File: config.mk
export PLATFORM = sky130hd
export DESIGN_NAME = regfile_mp
export DESIGN_NICKNAME = d
export VERILOG_FILES = /design/src/rtl/rf_pkg.sv /design/src/rtl/rf_scoreboard.sv /design/src/rtl/regfile_mp.sv
export SDC_FILE = /design/constraint.sdc
export NUM_CORES = 2
export LEC_CHECK = 0
export CAP_MARGIN = 0
export CELL_PAD_IN_SITES_DETAIL_PLACEMENT = 0
export CELL_PAD_IN_SITES_GLOBAL_PLACEMENT = 1
export CORE_MARGIN = 2
export CORE_UTILIZATION = 52
export DETAILED_ROUTE_END_ITERATION = 10
export PLACE_DENSITY_LB_ADDON = 0.3
export RECOVER_POWER = 25
export SETUP_SLACK_MARGIN = 0.4
export SYNTH_ARGS = -nofsm -noshare
export SYNTH_HDL_FRONTEND = slang
export SYNTH_SLANG_ARGS = --single-unit
File: constraint.sdc
create_clock -name rf_clk -period 5.05 [get_ports rf_clk]
set_input_delay 1.01 -clock rf_clk [delete_from_list [all_inputs] [get_ports rf_clk]]
set_output_delay 1.01 -clock rf_clk [all_outputs]
set_load 0.005 [all_outputs]
File: src/rtl/rf_pkg.sv
// Shared definitions for the multi-port register file: default geometry and RV32I ABI register indices.
// Latency: n/a (constants only).
// Backpressure: n/a.
package rf_pkg;

  localparam int RF_DATA_W_DEF = 32;
  localparam int RF_NUMBER_DEF = 32;
  localparam int RF_ABI_W      = 5;

  // RV32I ABI register names mapped to architectural indices
  localparam logic [RF_ABI_W-1:0] ZERO = 5'd0;
  localparam logic [RF_ABI_W-1:0] RA   = 5'd1;
  localparam logic [RF_ABI_W-1:0] SP   = 5'd2;
  localparam logic [RF_ABI_W-1:0] GP   = 5'd3;
  localparam logic [RF_ABI_W-1:0] TP   = 5'd4;
  localparam logic [RF_ABI_W-1:0] T0   = 5'd5;
  localparam logic [RF_ABI_W-1:0] T1   = 5'd6;
  localparam logic [RF_ABI_W-1:0] T2   = 5'd7;
  localparam logic [RF_ABI_W-1:0] S0   = 5'd8;
  localparam logic [RF_ABI_W-1:0] S1   = 5'd9;
  localparam logic [RF_ABI_W-1:0] A0   = 5'd10;
  localparam logic [RF_ABI_W-1:0] A1   = 5'd11;
  localparam logic [RF_ABI_W-1:0] A2   = 5'd12;
  localparam logic [RF_ABI_W-1:0] A3   = 5'd13;
  localparam logic [RF_ABI_W-1:0] A4   = 5'd14;
  localparam logic [RF_ABI_W-1:0] A5   = 5'd15;
  localparam logic [RF_ABI_W-1:0] A6   = 5'd16;
  localparam logic [RF_ABI_W-1:0] A7   = 5'd17;
  localparam logic [RF_ABI_W-1:0] S2   = 5'd18;
  localparam logic [RF_ABI_W-1:0] S3   = 5'd19;
  localparam logic [RF_ABI_W-1:0] S4   = 5'd20;
  localparam logic [RF_ABI_W-1:0] S5   = 5'd21;
  localparam logic [RF_ABI_W-1:0] S6   = 5'd22;
  localparam logic [RF_ABI_W-1:0] S7   = 5'd23;
  localparam logic [RF_ABI_W-1:0] S8   = 5'd24;
  localparam logic [RF_ABI_W-1:0] S9   = 5'd25;
  localparam logic [RF_ABI_W-1:0] S10  = 5'd26;
  localparam logic [RF_ABI_W-1:0] S11  = 5'd27;
  localparam logic [RF_ABI_W-1:0] T3   = 5'd28;
  localparam logic [RF_ABI_W-1:0] T4   = 5'd29;
  localparam logic [RF_ABI_W-1:0] T5   = 5'd30;
  localparam logic [RF_ABI_W-1:0] T6   = 5'd31;

endpackage

File: src/rtl/rf_scoreboard.sv
// Pending-result scoreboard: one pending bit per register plus a running count of pending registers.
// Latency: set/clear take effect at the next rising edge; outputs are registered.
// Backpressure: none, every presented set/clear is accepted.
// Ports: i_clk/i_sres clock and sync reset; i_set_vld/i_set_idx mark pending;
//        i_clr_vld/i_clr_idx clear pending (result written); o_pending vector; o_pend_cnt popcount.
module rf_scoreboard
  import rf_pkg::*;
#(
  parameter int REG_NUMBER = RF_NUMBER_DEF,
  parameter int ADDR_WIDTH = $clog2(REG_NUMBER),
  parameter int CNT_W      = $clog2(REG_NUMBER + 1)
) (
  input  logic                  i_clk,
  input  logic                  i_sres,
  input  logic                  i_set_vld,
  input  logic [ADDR_WIDTH-1:0] i_set_idx,
  input  logic                  i_clr_vld,
  input  logic [ADDR_WIDTH-1:0] i_clr_idx,
  output logic [REG_NUMBER-1:0] o_pending,
  output logic [CNT_W-1:0]      o_pend_cnt
);

  logic [REG_NUMBER-1:0] r_pending;
  logic [CNT_W-1:0]      r_pend_cnt;
  logic [REG_NUMBER-1:0] w_pending_nxt;
  logic                  w_set_hit;
  logic                  w_clr_hit;
  logic                  w_inc;
  logic                  w_dec;

  always_comb begin
    w_set_hit = i_set_vld & (i_set_idx != '0);
    w_clr_hit = i_clr_vld & (i_clr_idx != '0);
    // Count moves only on real state transitions of a bit.
    w_inc = w_set_hit & ~r_pending[i_set_idx];
    // A set to the same index overrides the clear, so that bit stays pending.
    w_dec = w_clr_hit & r_pending[i_clr_idx] & ~(w_set_hit & (i_set_idx == i_clr_idx));
    w_pending_nxt = r_pending;
    if (w_clr_hit) w_pending_nxt[i_clr_idx] = 1'b0;
    if (w_set_hit) w_pending_nxt[i_set_idx] = 1'b1;
  end

  always_ff @(posedge i_clk) begin
    if (i_sres) begin
      r_pending  <= '0;
      r_pend_cnt <= '0;
    end else begin
      r_pending <= w_pending_nxt;
      if (w_inc && !w_dec)      r_pend_cnt <= r_pend_cnt + CNT_W'(1);
      else if (w_dec && !w_inc) r_pend_cnt <= r_pend_cnt - CNT_W'(1);
    end
  end

  assign o_pending  = r_pending;
  assign o_pend_cnt = r_pend_cnt;

endmodule

File: src/rtl/regfile_mp.sv
// Multi-read-port register file with x0 hardwired to zero, optional write-to-read bypass and a pending scoreboard.
// Latency: reads combinational (zero cycles); writes and scoreboard updates land at the rising edge.
// Backpressure: none; rf_cs=0 blanks all reads and freezes all state.
// Ports: rf_clk/rf_sres clock and sync reset; rf_cs chip select; wr_en/rw_dec/w_data_in write port;
//        rd_dec/rd_data/rd_valid packed read ports; sb_set/sb_dec mark pending; pend_cnt pending count.
module regfile_mp
  import rf_pkg::*;
#(
  parameter int REG_DATA_W = RF_DATA_W_DEF,
  parameter int REG_NUMBER = RF_NUMBER_DEF,
  parameter int ADDR_WIDTH = $clog2(REG_NUMBER),
  parameter int NUM_RD     = 2,
  parameter bit BYPASS_EN  = 1'b1
) (
  input  logic                             rf_clk,
  input  logic                             rf_sres,
  input  logic                             rf_cs,
  input  logic                             wr_en,
  input  logic [ADDR_WIDTH-1:0]            rw_dec,
  input  logic [REG_DATA_W-1:0]            w_data_in,
  input  logic [NUM_RD*ADDR_WIDTH-1:0]     rd_dec,
  output logic [NUM_RD*REG_DATA_W-1:0]     rd_data,
  output logic [NUM_RD-1:0]                rd_valid,
  input  logic                             sb_set,
  input  logic [ADDR_WIDTH-1:0]            sb_dec,
  output logic [$clog2(REG_NUMBER+1)-1:0]  pend_cnt
);

  logic [REG_DATA_W-1:0] r_regs [REG_NUMBER];
  logic [REG_NUMBER-1:0] w_pending;
  logic                  w_we;

  assign w_we = rf_cs & wr_en & (rw_dec != '0);

  // Entry 0 is never written, so it holds the reset value of zero forever.
  always_ff @(posedge rf_clk) begin
    if (rf_sres) begin
      for (int i = 0; i < REG_NUMBER; i++) r_regs[i] <= '0;
    end else if (w_we) begin
      r_regs[rw_dec] <= w_data_in;
    end
  end

  rf_scoreboard #(
    .REG_NUMBER (REG_NUMBER),
    .ADDR_WIDTH (ADDR_WIDTH),
    .CNT_W      ($clog2(REG_NUMBER + 1))
  ) u_sb (
    .i_clk      (rf_clk),
    .i_sres     (rf_sres),
    .i_set_vld  (rf_cs & sb_set),
    .i_set_idx  (sb_dec),
    .i_clr_vld  (rf_cs & wr_en),
    .i_clr_idx  (rw_dec),
    .o_pending  (w_pending),
    .o_pend_cnt (pend_cnt)
  );

  for (genvar k = 0; k < NUM_RD; k++) begin : g_rd
    logic [ADDR_WIDTH-1:0] w_idx;
    logic                  w_hit;
    logic                  w_zero;

    assign w_idx  = rd_dec[k*ADDR_WIDTH +: ADDR_WIDTH];
    assign w_zero = (w_idx == '0);
    // w_we already excludes index 0, so a bypass hit never targets x0.
    assign w_hit  = BYPASS_EN & w_we & (rw_dec == w_idx);

    always_comb begin
      rd_data[k*REG_DATA_W +: REG_DATA_W] = '0;
      rd_valid[k]                         = 1'b0;
      if (rf_cs) begin
        if (w_hit)        rd_data[k*REG_DATA_W +: REG_DATA_W] = w_data_in;
        else if (!w_zero) rd_data[k*REG_DATA_W +: REG_DATA_W] = r_regs[w_idx];
        rd_valid[k] = w_zero | ~w_pending[w_idx] | w_hit;
      end
    end
  end

endmodule

==> metrics.yaml <==
run_status:
  outcome: "complete, but fails checks"
  violations: "capacitance limit, slew limit"
grt:
  antenna_found_initial: 29
  grt_max_degree: 51
  grt_pass1_vias: 42800
  grt_pass1_wl_um: 308000
  grt_overflow: 0
  grt_usage: 0.370
setup_path:
  path_max_fanout: 37
  endpoint_kind: "flip-flop"
  slowest_delay_ns: 1.88
  arrival_ns: 5.25
  crit_path_cell_trace: "clkbuf_1 -> clkbuf_1 -> a21o_1 -> clkbuf_4"
  worstSetupStartpointType: "input port"
  path_class: "in -> reg"
  cp.required_ns: 5.41
  crit_family: "buffers and inverters"
  crit_top_cell: "clkbuf_1"
  crit_slowest_cell: "clkbuf_1"
  cp_num_buf_inv: 3
routing:
  drtPass1Iterations: 6
  drc: 0
  dr.first_iter.drc_count: 6892
  routedWlPerCell_um: 34.0
  drtAntennaViolNets: 0
  wl_um: 220000
  vias: 43700
  viasPerCell: 6.75
final_layout:
  nets: 4927
  layout-drive-gt1-share: 0.167
  syn2layout_area_growth_pct: 16.3
  nFillCells: 8740
  multi_input_area_um2: 26100
  final_cell_area_um2: 69000
  seq_area_um2: 31500
cts:
  clockRootBuffer: "clkbuf_16"
  ctsHoldBuffers: 0
  tritoncts: "done"
  cts.sinks: 1062
  clockBufferDepth: 3
  cts_max_level: 3
  cts.clk_slew.worst_paths_ns: 0.06
  cts_buffers: 115
  worstSkewPairLatency_ns: 0.73
timing:
  worstMarginPinSlew_ns: 2.55
  setup_viol: 0
  skew_ns: 0.0131
  final_hold_viol_count: 0
  setup_tns_ns: 0
  fin_crit_sh: 0.969
  rsz0062_at_grt: "true"
  period_needed_ns: 4.89
  fmax_mhz: 204
  relSlewSlack: -0.700
  slew_viol_final: 109
hold_path:
  hold_path.class: "reg -> reg"
flow_run:
  cap_violations: 4
logic_synthesis:
  syn_area_um2: 59300
  ys_seq_area_frac: 0.531
  syn_inst: 4698
  synthArstFlopShare: 0
  synth_cell_type_count: 52
  syn_avg_cell_area_um2: 12.6
  synth_edf_count: 1024
  ys.flop_type: "edfxtp_1"
  synth_warnings: 0
  ys_ff_latch: 1062
power:
  peakVddDrop_uv: 284
  p_leak_uw: 0.0258
  power_density_nw_per_um2: 315
place:
  portBuffers: 128
  gp_congestion: 0.910
  dp_hpwl_um: 135000
  postPlaceCellArea_um2: 64200
floorplan:
  rows: 123
  core_area_um2: 113000
  die_h_um: 342
  dieArea_um2: 117000
  ios: 129
  die_x_um: 342
  start_util: 0.526
## final timing paths
check	slack, ns	depth (start not counted)	to	startpoint
setup / recovery	0.16	4	r_regs[12][8]	rf_sres
hold reg to reg	0.50	2	u_sb.o_pend_cnt[3]	u_sb.o_pend_cnt[3]
hold / removal	0.50	2	u_sb.o_pend_cnt[3]	u_sb.o_pend_cnt[3]
setup reg to reg	1.61	13	u_sb.o_pend_cnt[4]	u_sb.o_pending[11]
## metal layers
metal  up-vias  GRT usage  wire length (µm)
li1      18000          -                 -
met1     21800      0.475             79700
met2      3202      0.583            100000
met3       740     0.0822             25900
met4        12      0.207             14200
met5         -          0                94
## sequential cells by signal, indices dropped and copies added, names as in the netlist
signal / flops
u_sb.o_pending: 32
r_regs: 1024
u_sb.o_pend_cnt: 6
## Yosys cell counts, types with 54 or more instances
cell,count,area share
a211oi_1,64,0.0081
a21oi_1,201,0.017
a22oi_1,392,0.050
and2_1,994,0.10
buf_2,67,0.0057
buf_4,65,0.0082
clkbuf_1,296,0.019
edfxtp_1,1024,0.52
mux2i_1,784,0.13
mux4_2,152,0.058
nand2_1,89,0.0056
nor2_1,54,0.0034
nor2b_1,76,0.0080
o32ai_1,62,0.0092
or3_1,68,0.0072
## per-stage QoR
stage | total power [µW] | hold WS [ns] | util | worst slack [ns] | cells
after CTS | 21500 | 0.500 | 0.606 | 0.358 | 6444
after global placement | 13400 | 0.491 | 0.569 | -0.0215 | 6208
after floorplan | 12100 | 0.472 | - | 0.737 | 4729
after global routing | 22200 | 0.507 | 0.611 | 0.195 | 6465
after detailed placement | 13400 | 0.485 | 0.569 | -0.0584 | 6208
final | 21700 | 0.496 | 0.611 | 0.158 | 6471
## cell type report
cell class	count	area share
multi-input cells	3142	0.379
well taps	1500	0.0272
repair buffers	503	0.0824
diodes	7	0.000254
clock inverters	63	0.00715
inverters	40	0.00218
flip-flops and latches	1062	0.457
clock buffers	154	0.0449
## cells in the final DEF (no fill, tap or decap), types with 27 or more instances in the layout
cell / instances
nor2_1: 27
edfxtp_1: 1024
and2_0: 43
or3_1: 64
a211oi_1: 61
a22oi_1: 372
clkdlybuf4s50_1: 106
clkbuf_1: 46
clkinv_1: 30
and2_1: 951
conb_1: 32
inv_1: 40
a21oi_1: 196
nor2b_1: 72
mux2i_1: 784
clkbuf_16: 124
buf_4: 237
o21ai_0: 33
buf_12: 82
mux4_2: 152
nand2_1: 87
dfxtp_1: 38
o32ai_2: 48
## cells by family after synthesis
group                    synth area share
XOR/XNOR                          0.00266
other                           0.0000632
adder cells (fa/ha/maj)           0.00139
AO/OA/AOI/OAI                      0.0936
multiplexers                        0.190
buffers and inverters              0.0446
AND/OR/NAND/NOR                     0.136
flip-flops                          0.531
## report_power, final
group	internal [µW]	switching, µW
Sequential	10100	252
Clock	4560	3640
Combinational	1280	1840
## worst reg2reg max path: cells and delay by family (launching register included)
| kind | cells | cell delay [ns] |
|---|---|---|
| flops | 1 | 0.38 |
| mux | 2 | 0.99 |
| simple gates | 4 | 0.91 |
| fa+ha+maj | 2 | 0.50 |
| buf+inv | 1 | 0.09 |
| compound gates | 4 | 0.49 |
## timing repair
action	CTS	global route
gates cloned	8	6
pin swaps	5	4
resized for setup	49	85
endpoints found under the setup margin	64	63
setup buffers	11	14
No activity file was read; power rests on OpenSTA's default activity.
